--- src/rtl/fft_stage_sequencer_pkg.sv ---
// Shared definitions for the FFT stage sequencer: state encoding and counter widths.
package fft_stage_sequencer_pkg;

  localparam int FRAME_CNT_W = 16;

  typedef enum logic [1:0] {
    ST_IDLE = 2'd0,
    ST_IN   = 2'd1,
    ST_SS   = 2'd2,
    ST_OUT  = 2'd3
  } state_t;

  function automatic logic is_busy(input state_t s);
    return s != ST_IDLE;
  endfunction

endpackage

--- src/rtl/fft_stage_sequencer_watchdog.sv ---
// Busy-state watchdog: counts cycles while count is high, saturating at TIMEOUT.
module fft_watchdog #(
  parameter int TIMEOUT = 1024
) (
  input  logic clk,
  input  logic rst,
  input  logic clear,
  input  logic count,
  output logic expired
);

  localparam int CW = $clog2(TIMEOUT + 1);
  localparam logic [CW-1:0] LIMIT = CW'(TIMEOUT);

  logic [CW-1:0] cnt_q, cnt_d;

  always_comb begin
    cnt_d = cnt_q;
    if (clear) begin
      cnt_d = '0;
    end else if (count && cnt_q != LIMIT) begin
      cnt_d = cnt_q + CW'(1);
    end
  end

  // Asserted during the TIMEOUT-th counted cycle so a registered flag rises at its end.
  assign expired = count && !clear && (cnt_q >= LIMIT - CW'(1));

  always_ff @(posedge clk or posedge rst) begin
    if (rst) cnt_q <= '0;
    else     cnt_q <= cnt_d;
  end

endmodule

--- src/rtl/fft_stage_sequencer.sv ---
// Sequences one FFT frame: input load, LOG_N-1 ping-pong stage passes, output drain.
// Handshake: every *_start is a registered one-cycle pulse; the matching *_finished is a one-cycle pulse back.
module fft_stage_sequencer
  import fft_stage_sequencer_pkg::*;
#(
  parameter int N       = 16,
  parameter int LOG_N   = 4,
  parameter int TIMEOUT = 1024
) (
  input  logic                   clk,
  input  logic                   rst,
  input  logic                   enable,
  input  logic                   b2s_finished,
  input  logic                   ss_finished,
  input  logic                   s2o_finished,
  output logic                   b2s_start,
  output logic                   ss_start,
  output logic [LOG_N-1:0]       ss_index,
  output logic                   ss_mode,
  output logic                   s2o_start,
  output logic                   s2o_bank,
  output logic                   busy,
  output logic [FRAME_CNT_W-1:0] frame_count,
  output logic                   error,
  output state_t                 dbg_state_o
);

  state_t                 state_q, state_d;
  logic                   b2s_start_q, b2s_start_d;
  logic                   ss_start_q, ss_start_d;
  logic                   s2o_start_q, s2o_start_d;
  logic [LOG_N-1:0]       ss_index_q, ss_index_d;
  logic                   ss_mode_q, ss_mode_d;
  logic                   s2o_bank_q, s2o_bank_d;
  logic [FRAME_CNT_W-1:0] frame_count_q, frame_count_d;
  logic                   error_q, error_d;
  logic                   armed_q;
  logic                   mismatch;
  logic                   wd_clear, wd_count, wd_expired;

  fft_watchdog #(.TIMEOUT(TIMEOUT)) u_watchdog (
    .clk     (clk),
    .rst     (rst),
    .clear   (wd_clear),
    .count   (wd_count),
    .expired (wd_expired)
  );

  assign mismatch = (b2s_finished && state_q != ST_IN) ||
                    (ss_finished  && state_q != ST_SS) ||
                    (s2o_finished && state_q != ST_OUT);
  assign wd_count = is_busy(state_q);

  always_comb begin
    state_d       = state_q;
    b2s_start_d   = 1'b0;
    ss_start_d    = 1'b0;
    s2o_start_d   = 1'b0;
    ss_index_d    = ss_index_q;
    ss_mode_d     = ss_mode_q;
    s2o_bank_d    = s2o_bank_q;
    frame_count_d = frame_count_q;
    error_d       = error_q;
    wd_clear      = 1'b0;
    case (state_q)
      ST_IDLE: begin
        wd_clear = 1'b1;
        // armed_q holds off the first edge after reset release.
        if (enable && armed_q) begin
          b2s_start_d = 1'b1;
          state_d     = ST_IN;
        end
      end
      ST_IN: begin
        if (b2s_finished) begin
          wd_clear = 1'b1;
          if (LOG_N == 1) begin
            s2o_start_d = 1'b1;
            s2o_bank_d  = 1'b0;
            state_d     = ST_OUT;
          end else begin
            ss_start_d = 1'b1;
            ss_index_d = '0;
            ss_mode_d  = 1'b0;
            state_d    = ST_SS;
          end
        end
      end
      ST_SS: begin
        if (ss_finished) begin
          wd_clear = 1'b1;
          if (int'(ss_index_q) < LOG_N - 2) begin
            ss_index_d = ss_index_q + LOG_N'(1);
            ss_mode_d  = ~ss_mode_q;
            ss_start_d = 1'b1;
          end else begin
            s2o_bank_d  = ~ss_mode_q;
            s2o_start_d = 1'b1;
            state_d     = ST_OUT;
          end
        end
      end
      ST_OUT: begin
        if (s2o_finished) begin
          wd_clear      = 1'b1;
          frame_count_d = frame_count_q + FRAME_CNT_W'(1);
          if (enable) begin
            b2s_start_d = 1'b1;
            state_d     = ST_IN;
          end else begin
            state_d = ST_IDLE;
          end
        end
      end
      default: state_d = ST_IDLE;
    endcase
    if (mismatch || wd_expired) error_d = 1'b1;
  end

  always_ff @(posedge clk or posedge rst) begin
    if (rst) begin
      state_q       <= ST_IDLE;
      b2s_start_q   <= 1'b0;
      ss_start_q    <= 1'b0;
      s2o_start_q   <= 1'b0;
      ss_index_q    <= '0;
      ss_mode_q     <= 1'b0;
      s2o_bank_q    <= 1'b0;
      frame_count_q <= '0;
      error_q       <= 1'b0;
      armed_q       <= 1'b0;
    end else begin
      state_q       <= state_d;
      b2s_start_q   <= b2s_start_d;
      ss_start_q    <= ss_start_d;
      s2o_start_q   <= s2o_start_d;
      ss_index_q    <= ss_index_d;
      ss_mode_q     <= ss_mode_d;
      s2o_bank_q    <= s2o_bank_d;
      frame_count_q <= frame_count_d;
      error_q       <= error_d;
      armed_q       <= 1'b1;
    end
  end

  assign b2s_start   = b2s_start_q;
  assign ss_start    = ss_start_q;
  assign s2o_start   = s2o_start_q;
  assign ss_index    = ss_index_q;
  assign ss_mode     = ss_mode_q;
  assign s2o_bank    = s2o_bank_q;
  assign busy        = is_busy(state_q);
  assign frame_count = frame_count_q;
  assign error       = error_q;
  assign dbg_state_o = state_q;

endmodule

--- config.mk ---
export PLATFORM = sky130hd
export DESIGN_NAME = fft_stage_sequencer
export DESIGN_NICKNAME = d
export VERILOG_FILES = /design/src/rtl/fft_stage_sequencer_pkg.sv /design/src/rtl/fft_stage_sequencer_watchdog.sv /design/src/rtl/fft_stage_sequencer.sv
export SDC_FILE = /design/constraint.sdc
export NUM_CORES = 1
export LEC_CHECK = 0
export ABC_AREA = 1
export ABC_CLOCK_PERIOD_IN_PS = 2000
export BUFFER_PORTS_ARGS = -buffer_cell sky130_fd_sc_hd__buf_2
export CORE_MARGIN = 4
export CORE_UTILIZATION = 40
export DETAILED_ROUTE_END_ITERATION = 8
export PLACE_DENSITY = 0.6
export SLEW_MARGIN = 15
export SYNTH_ARGS = -nofsm -noshare
export SYNTH_HDL_FRONTEND = slang
export SYNTH_SLANG_ARGS = --single-unit
export TNS_END_PERCENT = 5
--- constraint.sdc ---
create_clock -name clk -period 2 [get_ports clk]
set_clock_uncertainty 0.1 [all_clocks]
set_input_delay 0.1 -clock clk [delete_from_list [all_inputs] [get_ports clk]]
set_output_delay 0.1 -clock clk [all_outputs]
set_load 0.1 [all_outputs]
==> results.tsv, run 1 <==
stage	metric	value	unit
status	status	complete, no violations	
logic_synthesis	ys_top_cells_by_area	dfrtp_1, nand2_1, nand3_1	
global_route	grt_max_degree	41	
global_route	overflow	0	
route	ant_nets	0	
logic_synthesis	ys_warn_count	0	
clock_network	worst_skew_pair.late_latency	300	ps
worst_setup_path	critPathKind	reg2out	
worst_setup_path	crit_path_top_delay_cell	dfrtp_4	
worst_setup_path	rrSetupSlack	230	ps
finish	post-route-util	49.00	%
global_route	grt_pass1_vias	1974	
worst_setup_path	crit_path_max_incr_delay	500	ps
route	wl_per_cell	11.72	um
clock_network	cts.sinks	40	
sta	grt_setup_unrepaired	false	
clock_network	clockRootBuffer	clkbuf_8	
logic_synthesis	syn_area	2315	um^2
worst_setup_path	regToRegStartpoint	dbg_state_o[0]$_DFFE_PP0P_	
floorplan	dieArea	7068	um^2
floorplan	coreArea	5574	um^2
placement	dp_slack	154.6	ps
sta	fin_crit_sh	92.65	%
worst_hold_path	holdPathStages	3	
logic_synthesis	syn-num-nets	317	
logic_synthesis	ys_types	28	
floorplan	ioPinCount	35	
global_route	grt_pass1_wl	8956	um
route	drtPass1Iterations	4	
global_route	antenna_found_initial	0	
route	drtIter0Drc	97	
placement	io_buffers	34	
clock_network	cts_buffer_depth	2	
finish	drive_gt1_share	17.97	%
worst_setup_path	crit_start	dbg_state_o[1]$_DFFE_PP0P_	
worst_hold_path	min_path_type	in2reg	
sta	fmax	539.7	MHz
route	vias_per_cell	4.679	
worst_setup_path	critical_path.top_delay_family	buffers and inverters	
floorplan	start_util	41.53	%
sta	setup_ws	147.1	ps
clock_network	cts_max_level	2	
global_route	grt_util_all_layers	15.43	%
clock_network	cts_setup_buffers	0	
logic_synthesis	synth-seq-cells	40	
worst_setup_path	cp.arrival	1650	ps
logic_synthesis	syn_inst	302	
sta	worst-slew-pin-transition	517.8	ps
sta	period_needed	1853	ps
sta	relSlewSlack	65.48	%
worst_setup_path	end_kind	output port	
finish	n_antenna_cell	0	
route	drc	0	
placement	dp_hpwl	3655	um
worst_setup_path	worstPathRequired	1800	ps
worst_setup_path	path_buf_inv	3	
clock_network	cts_made_buffers	5	
sta	finalSetupViolCount	0	
worst_setup_path	r2r_cells	9	
clock_network	clkTransAtPathRegs	80	ps
sta	hold_violations	0	
placement	gp_congestion	0.8228	
clock_network	cts_tree	built	
floorplan	fp-row-count	27	
route	totalWireLength	4887	um
logic_synthesis	yosysTopAreaCell	dfrtp_1	
logic_synthesis	synth_top_area_share	43.24	%
worst_setup_path	path_cells	inv_1 -> ha_2 -> clkinvlp_4 -> buf_2	
worst_setup_path	cp_max_fo	5	
finish	area_growth	18.00	%
power	max-vdd-ir-drop	1.244	mV
worst_setup_path	startpoint_type	register	
floorplan	die_w	84.07	um
power	power.density	1378	nW/um^2
power	p_leak	1.524	nW
sta	slew_viol_final	0	
worst_hold_path	hold_start	s2o_finished	
logic_synthesis	avgSynthCellArea	7.665	um^2
floorplan	die_h	84.07	um
route	num_vias	1951	
worst_setup_path	crit_cells	4	
job	cap_violations	0	
logic_synthesis	ys_seq_area_share	43.24	%
finish	nets	359	
-- path summary, 6_finish.rpt --
check | end
worst max-delay path | busy
worst min-delay path | b2s_start$_DFF_PP0_
worst max register to register | ss_index[2]$_DFFE_PP0P_
worst min register to register | s2o_bank$_DFFE_PP0P_
max in group asynchronous | dbg_state_o[0]$_DFFE_PP0P_
min in group asynchronous | ss_index[0]$_DFFE_PP0P_
-- cells by family after synthesis --
family / after synthesis / share of synthesized area, %
DFF: 40 / 43.24
buffers and inverters: 46 / 8.000
and+or+nand+nor: 183 / 36.16
muxes: 2 / 0.8649
adders and majority gates: 9 / 4.865
xor gates and xnor gates: 12 / 4.541
other: 1 / 0.1620
AOI/OAI and AO/OA: 9 / 2.162
-- per-layer routing --
metal  GRT usage, %  wire [um]  vias up  part of all wire (%)
li1               -          -     1031                     -
met1          20.28       2384      877                    49
met2          24.96       2236       33                    46
met3          3.356        162       10                   3.3
met4          5.409        104        0                   2.1
met5              0          0        -                     0
-- state kept, by name, indices dropped and copies added (netlist names) --
register,cells
error,1
s2o_bank,1
ss_index,4
frame_count,16
ss_start,1
armed_q,1
dbg_state_o,2
u_watchdog.cnt_q,11
s2o_start,1
b2s_start,1
ss_mode,1
-- layout by cell type (no fill, tap or decap) --
| cell type | Yosys | final |
|---|---|---|
| o21ai_2 | 0 | 2 |
| clkbuf_8 | 0 | 6 |
| buf_2 | 1 | 34 |
| nor2_1 | 27 | 27 |
| nand2_1 | 94 | 94 |
| ha_1 | 9 | 8 |
| clkinv_4 | 0 | 1 |
| nor2_2 | 4 | 4 |
| ha_2 | 0 | 1 |
| nand3_1 | 39 | 39 |
| nand2_2 | 1 | 1 |
| nor2_8 | 1 | 1 |
| nand4_1 | 9 | 9 |
| clkinvlp_4 | 0 | 1 |
| dlygate4sd3_1 | 0 | 2 |
| dfrtp_1 | 40 | 36 |
| nor2_4 | 1 | 1 |
| dfrtp_2 | 0 | 2 |
| conb_1 | 1 | 1 |
| buf_4 | 1 | 2 |
| nor3_2 | 1 | 1 |
| a21oi_1 | 2 | 2 |
| mux2i_1 | 2 | 2 |
| nor3_1 | 1 | 1 |
| bufinv_16 | 0 | 1 |
| xor2_1 | 7 | 7 |
| o211ai_1 | 1 | 1 |
| nand2_4 | 1 | 1 |
| o21a_1 | 1 | 1 |
| nand3b_4 | 1 | 1 |
| inv_1 | 43 | 42 |
| nand3b_1 | 3 | 3 |
| xnor2_1 | 5 | 5 |
| dfrtp_4 | 0 | 2 |
| o21ai_0 | 4 | 3 |
-- cell type report --
| class | instances | area (um^2) |
|---|---|---|
| clock inverter | 2 | 38.79 |
| tap | 72 | 90.09 |
| fill | 548 | 2843 |
| inverter | 43 | 165.2 |
| multi-input combinational | 216 | 1139 |
| clock buffer | 6 | 82.58 |
| sequential | 40 | 1011 |
| timing repair buffer | 38 | 205.2 |
-- worst min-delay path: cells and delay by family --
kind,cells,cell delay [ps]
and+or+nand+nor,1,80
buffers and inverters,1,130
AOI/OAI and AO/OA,1,60
-- timing repair --
action,4_1_cts,5_1_grt
gates resized for setup,0,2
setup endpoints to repair,0,2
hold buffers,2,0
hold endpoints to repair,41,0
-- metrics by stage --
stage	power, mW	TNS (ps)	area, um^2	std cells	hold WS, ps
after floorplan	2.740	-1422	2335	302	138.8
after global placement	3.053	0	2586	407	162.9
after detailed placement	3.077	0	2586	407	159.3
after CTS	3.800	0	2728	417	12.52
after global routing	4.015	0	2731	417	17.53
final	3.764	0	2731	417	18.00
-- where the power goes --
group / internal, mW / leakage (nW) / switching (mW) / total (mW)
clock network: 0.408 / 0.0614 / 0.298 / 0.706
registers: 0.959 / 0.521 / 0.151 / 1.11
logic: 0.382 / 0.942 / 1.57 / 1.95
-- Yosys cell counts --
cell	n
a21oi_1	2
buf_2	1
buf_4	1
buf_6	1
conb_1	1
dfrtp_1	40
ha_1	9
inv_1	43
mux2i_1	2
nand2_1	94
nand2_2	1
nand2_4	1
nand3_1	39
nand3b_1	3
nand3b_4	1
nand4_1	9
nor2_1	27
nor2_2	4
nor2_4	1
nor2_8	1
nor3_1	1
nor3_2	1
o211ai_1	1
o21a_1	1
o21ai_0	4
o21ai_1	1
xnor2_1	5
xor2_1	7
No activity file was read; power rests on OpenSTA's default activity.
==> inputs of run 2 (changes only) <==
--- a/config.mk
+++ b/config.mk
@@ -11,6 +11,7 @@
 export CORE_MARGIN = 4
 export CORE_UTILIZATION = 40
 export DETAILED_ROUTE_END_ITERATION = 8
+export MAX_ROUTING_LAYER = met4
 export PLACE_DENSITY = 0.6
 export SLEW_MARGIN = 15
 export SYNTH_ARGS = -nofsm -noshare
==> run 2 against run 1 <==
Critical path depth unchanged. Via count increased by 0.41%. Global-route usage increased by 0.43 points. Clock power about the same. Sequential share of layout area unchanged. Setup slack about the same. First-iteration DRC count decreased by 2.1%. Worst hold slack about the same. Critical endpoint unchanged. Routed wire length decreased by 0.10%. Die area unchanged. Core utilization unchanged. Critical path type unchanged.
==> results.tsv, run 2 (synthesis results as in run 1) <==
stage	metric	value	unit	change
finish	mostFrequentLayoutCells	nand2_1, inv_1, nand3_1, dfrtp_1, buf_2		
worst_setup_path	crit_path_max_incr_delay	500	ps	about the same
worst_setup_path	crit_path_top_delay_cell	dfrtp_4		
job	cap_violations	0		unchanged
global_route	overflow	0		unchanged
sta	grt_setup_unrepaired	false		
placement	io_buffers	34		unchanged
floorplan	start_util	41.53	%	unchanged
power	power.total	3.763	mW	about the same
finish	area_growth	18.00	%	unchanged
finish	nets	359		unchanged
power	power.density	1378	nW/um^2	about the same
finish	fin_cells	417		unchanged
finish	fin_area	2731	um^2	unchanged
finish	drive_gt1_share	17.97	%	unchanged
sta	worst-slew-pin-transition	518.8	ps	+0.9335 ps
worst_setup_path	crit_start	dbg_state_o[1]$_DFFE_PP0P_		
status	status	complete, no violations		
power	seqPwrFrac	29.5	%	about the same
sta	slew_viol_final	0		unchanged
clock_network	cts_max_level	2		unchanged
power	pwr-share-clk	18.8	%	about the same
global_route	grt_max_degree	41		unchanged
placement	dp.cells	407		unchanged
worst_setup_path	endpoint	busy		
route	vias_per_cell	4.698		+0.41%
worst_setup_path	worstPathRequired	1800	ps	about the same
sta	fmax	539.7	MHz	about the same
worst_setup_path	regToRegStartpoint	dbg_state_o[0]$_DFFE_PP0P_		
worst_setup_path	cp.arrival	1650	ps	about the same
placement	dp_hpwl	3655	um	unchanged
route	drtIter0Drc	95		-2.1%
floorplan	die_w	84.07	um	unchanged
global_route	grt_util_all_layers	15.87	%	+0.43 points
finish	final_common_cell	nand2_1		
clock_network	clockRootBuffer	clkbuf_8		
clock_network	cts_tree	built		
placement	placedInstanceArea	2586	um^2	unchanged
finish	largest_reg_flops	16		unchanged
floorplan	dieArea	7068	um^2	unchanged
sta	finalSetupViolCount	0		unchanged
clock_network	clkTransAtPathRegs	80	ps	about the same
power	swShare	53.52	%	about the same
floorplan	coreArea	5574	um^2	unchanged
sta	fin_crit_sh	92.64	%	about the same
worst_setup_path	end_kind	output port		
route	num_vias	1959		+0.41%
route	wl_per_cell	11.71	um	-0.10%
clock_network	cts_buffer_depth	2		unchanged
worst_setup_path	path_cells	inv_1 -> ha_2 -> clkinvlp_4 -> buf_2		
clock_network	cts.sinks	40		unchanged
worst_setup_path	critPathKind	reg2out		
power	internal_power	1.749	mW	about the same
power	combPwrFrac	51.7	%	about the same
floorplan	fp-row-count	27		unchanged
worst_setup_path	startpoint_type	register		
route	drc	0		unchanged
worst_setup_path	r2r_cells	9		unchanged
clock_network	worst_skew_pair.late_latency	300	ps	about the same
worst_setup_path	r2r-end	ss_index[2]$_DFFE_PP0P_		
global_route	grt_pass1_wl	8949	um	about the same
worst_setup_path	rrSetupSlack	220	ps	about the same
route	totalWireLength	4882	um	-0.10%
route	ant_nets	0		unchanged
sta	setup-tns-final	0	ps	unchanged
sta	period_needed	1853	ps	-0.1340 ps
clock_network	cts_made_buffers	5		unchanged
global_route	antenna_found_initial	0		unchanged
worst_setup_path	cp_max_fo	5		unchanged
sta	relSlewSlack	65.42	%	about the same
floorplan	ioPinCount	35		unchanged
placement	gp_congestion	0.8352		+1.5%
sta	hold_violations	0		unchanged
power	max-vdd-ir-drop	1.244	mV	about the same
floorplan	die_h	84.07	um	unchanged
sta	whs	17.64	ps	-0.3555 ps
global_route	grt_pass1_vias	1972		-0.10%
power	p_leak	1.524	nW	unchanged
route	drtPass1Iterations	4		unchanged
power	p_switching	2.014	mW	about the same
worst_hold_path	min_path_type	in2reg		
finish	n_antenna_cell	0		unchanged
==> run 2: cell counts in the layout (fill, tap and decap cells not counted) <==
Identical to the previous run, type by type.
==> run 2: metal layers <==
layer / vias up / global-route usage (%) / share of wire, %
met5: - / - / 0
met2: 35 / 24.96 / 46
met4: 0 / 5.409 / 2.1
met1: 883 / 20.41 / 49
met3: 10 / 3.159 / 3.1
li1: 1031 / - / -
==> run 2: how the worst min path moves through the flow <==
stage / slack [ps] / startpoint / endpoint / cells after the start
final: 20 / s2o_finished / b2s_start$_DFF_PP0_ / 3
after global routing: 20 / s2o_finished / b2s_start$_DFF_PP0_ / 3
after CTS: 10 / s2o_finished / b2s_start$_DFF_PP0_ / 3
after detailed placement: 160 / rst / s2o_start$_DFF_PP0_ / 3
after global placement: 160 / rst / s2o_start$_DFF_PP0_ / 3
after floorplan: 140 / enable / b2s_start$_DFF_PP0_ / 2
==> run 2: power groups by stage <==
| stage | combinational (mW) | sequential, mW | clock [mW] |
|---|---|---|---|
| finish | 1.95 | 1.11 | 0.706 |
| detailed placement | 1.95 | 1.12 | 0 |
| CTS | 1.96 | 1.11 | 0.731 |
| global route | 2.10 | 1.15 | 0.769 |
| floorplan | 0.812 | 1.93 | 0 |
| global placement | 1.93 | 1.12 | 0 |
==> run 2: final cells by class <==
type,count,area [um^2]
Fill cell,548,2843
Multi-Input combinational cell,216,1139
Sequential cell,40,1011
Timing Repair Buffer,38,205.2
Inverter,43,165.2
Tap cell,72,90.09
Clock buffer,6,82.58
Clock inverter,2,38.79
==> run 2: stage by stage <==
step	setup slack, ps	utilization, %
2_1_floorplan	-130.0	-
3_3_place_gp	254.1	46.40
3_5_place_dp	154.6	46.40
4_1_cts	124.2	48.93
5_1_grt	54.63	49.00
6_report	147.2	49.00
==> run 2: critical path: cells and delay by family (launching register included) <==
kind / cells / cell delay [ps]
buffers and inverters: 3 / 570
DFF: 1 / 500
adders and majority gates: 1 / 270
==> run 2: timing repair <==
action | CTS | global route
buffers inserted | 0 | 0
resized for setup | 0 | 2
endpoints found under the setup margin | 0 | 2
hold buffers | 2 | 0
endpoints found under the hold margin | 41 | 0
==> inputs of run 3 (changes only) <==
--- a/config.mk
+++ b/config.mk
@@ -6,7 +6,7 @@
 export NUM_CORES = 1
 export LEC_CHECK = 0
 export ABC_AREA = 1
-export ABC_CLOCK_PERIOD_IN_PS = 2000
+export ABC_CLOCK_PERIOD_IN_PS = 1800
 export BUFFER_PORTS_ARGS = -buffer_cell sky130_fd_sc_hd__buf_2
 export CORE_MARGIN = 4
 export CORE_UTILIZATION = 40
==> constraint.sdc (replaced) <==
create_clock -name clk -period 1.8 [get_ports clk]
set_clock_uncertainty 0.1 [all_clocks]
set_input_delay 0.09 -clock clk [delete_from_list [all_inputs] [get_ports clk]]
set_output_delay 0.09 -clock clk [all_outputs]
set_load 0.1 [all_outputs]
==> run 3 against run 2 <==
Design area is 4.1% higher. Critical path depth unchanged. First-iteration DRC count is 26% lower. Non-clock buffer count up 10. Setup slack got worse by 55 ps. Combinational power is 19% higher. Final cell count rose by 2.4%. Flip-flop and latch count stayed put. Highest routed layer unchanged.
==> results.tsv, run 3 (synthesis results as in run 1) <==
stage	metric	value	unit	change
sta	grt_setup_unrepaired	true		
worst_setup_path	r2r-end	dbg_state_o[0]$_DFFE_PP0P_		
finish	drive_gt1_share	21.13	%	+3.2 points
route	wl_per_cell	11.57	um	-1.2%
floorplan	start_util	41.53	%	unchanged
placement	gp_congestion	0.8545		+2.3%
floorplan	die_h	84.07	um	unchanged
sta	setup-tns-final	0	ps	unchanged
sta	relSlewSlack	55.29	%	-10 points
worst_setup_path	regToRegStartpoint	dbg_state_o[0]$_DFFE_PP0P_		
power	max-vdd-ir-drop	1.088	mV	-13%
clock_network	cts.sinks	40		unchanged
power	power.density	1537	nW/um^2	+12%
worst_hold_path	hold_start	ss_finished		
finish	mostFrequentLayoutCells	nand2_1, inv_1, nand3_1, dfrtp_1, buf_2		
placement	io_buffers	34		unchanged
worst_hold_path	holdPathStages	3		unchanged
worst_setup_path	r2r_cells	9		unchanged
power	power.total	4.371	mW	+16%
worst_hold_path	min_path_type	in2reg		
placement	dp_slack	89.32	ps	-65.26 ps
worst_setup_path	worstPathRequired	1610	ps	-190 ps
clock_network	cts_buffer_depth	2		unchanged
job	cap_violations	0		unchanged
clock_network	cts_tree	built		
floorplan	fp-row-count	27		unchanged
route	vias_per_cell	4.749		+1.1%
worst_setup_path	critPathKind	reg2out		
status	status	complete, no violations		
finish	n_antenna_cell	0		unchanged
floorplan	die_w	84.07	um	unchanged
sta	hold_violations	0		unchanged
global_route	overflow	0		unchanged
clock_network	cts_max_level	2		unchanged
global_route	grt_util_all_layers	15.23	%	-0.64 points
sta	worst-slew-pin-transition	669.9	ps	+151.1 ps
worst_setup_path	cp_max_fo	7		+2
clock_network	cts_made_buffers	5		unchanged
global_route	grt_max_degree	23		-44%
clock_network	clkTransAtPathRegs	90	ps	about the same
floorplan	ioPinCount	35		unchanged
floorplan	coreArea	5574	um^2	unchanged
route	totalWireLength	4939	um	+1.2%
route	drtPass1Iterations	4		unchanged
sta	finalSetupViolCount	0		unchanged
sta	fmax	585.6	MHz	
worst_setup_path	rrSetupSlack	120	ps	-100 ps
worst_setup_path	cp.arrival	1520	ps	-130 ps
sta	period_needed	1708	ps	
route	drc	0		unchanged
finish	area_growth	22.86	%	
sta	fin_crit_sh	94.86	%	
worst_hold_path	hold_end	s2o_start$_DFF_PP0_		
finish	final_common_cell	nand2_1		
global_route	grt_pass1_vias	1885		-4.4%
route	num_vias	2028		+3.5%
finish	post-route-util	51.02	%	+2.0 points
clock_network	cts_setup_buffers	0		unchanged
route	ant_nets	0		unchanged
finish	largest_reg_flops	16		unchanged
route	drtIter0Drc	70		-26%
clock_network	worst_skew_pair.late_latency	300	ps	about the same
worst_setup_path	end_kind	output port		
finish	nets	369		+2.8%
placement	dp_hpwl	3800	um	+4.0%
finish	fillCellCount	548		unchanged
clock_network	clockRootBuffer	clkbuf_8		
power	p_leak	1.576	nW	+3.4%
floorplan	dieArea	7068	um^2	unchanged
global_route	antenna_found_initial	0		unchanged
worst_setup_path	startpoint_type	register		
sta	slew_viol_final	0		unchanged
global_route	grt_pass1_wl	8611	um	-3.8%
sta	setup_ws	92.44	ps	-54.77 ps
[run 3: changes by cell type in the layout (fill, tap and decap cells not counted), sizes merged]
cell | previous run | this run
dlygate4sd3 | 2 | 3
buf | 36 | 45
[run 3: how the worst max path moves through the flow]
| stage | start | end | depth (start not counted) |
|---|---|---|---|
| floorplan | dbg_state_o[1]$_DFFE_PP0P_ | u_watchdog.cnt_q[2]$_DFFE_PP0P_ | 7 |
| global placement | u_watchdog.cnt_q[0]$_DFFE_PP0P_ | u_watchdog.cnt_q[8]$_DFFE_PP0P_ | 7 |
| detailed placement | dbg_state_o[0]$_DFFE_PP0P_ | u_watchdog.cnt_q[0]$_DFFE_PP0P_ | 8 |
| CTS | dbg_state_o[0]$_DFFE_PP0P_ | u_watchdog.cnt_q[10]$_DFFE_PP0P_ | 8 |
| global route | dbg_state_o[0]$_DFFE_PP0P_ | ss_index[1]$_DFFE_PP0P_ | 10 |
| finish | dbg_state_o[0]$_DFFE_PP0P_ | busy | 4 |
[run 3: final cells by class]
type / count / area (um^2) / area share (%)
multi-input combinational: 216 / 1155 / 40.61
tap: 72 / 90.09 / 3.168
timing repair buffer: 48 / 295.3 / 10.38
sequential: 40 / 1012 / 35.59
inverter: 43 / 170.2 / 5.983
clock buffer: 6 / 82.58 / 2.904
clock inverter: 2 / 38.79 / 1.364
[run 3: repair_timing]
| item | in CTS | in global routing |
|---|---|---|
| hold buffers | 3 | 0 |
| gates resized for setup | 0 | 3 |
| endpoints found under the hold margin | 16 | 0 |
| endpoints found under the setup margin | 0 | 15 |
[run 3: power breakdown]
group          total [mW]  internal, mW  switching, mW  leakage [nW]
registers            1.25          1.07          0.178         0.520
logic                2.33         0.564           1.77         0.995
clock network       0.791         0.454          0.337        0.0614
[run 3: through the flow]
step                hold slack [ps]  cells  area, um^2
floorplan                     127.5    302        2357
global placement              123.7    416        2683
detailed placement            131.9    416        2683
CTS                           14.04    427        2834
global route                  30.56    427        2844
finish                        21.89    427        2844
[run 3: worst max-delay path: stages, from the launching register on]
cell	delay, ps
dfrtp_4	480
inv_4	60
ha_4	180
clkinvlp_4	90
buf_2	420
[run 3: metal layers]
metal / up-vias / wire (um) / GRT usage (%)
met2: 34 / 2276 / 23.89
met5: - / 0 / -
met4: 0 / 76 / 5.263
li1: 1053 / - / -
met3: 7 / 192 / 2.567
met1: 934 / 2392 / 19.90
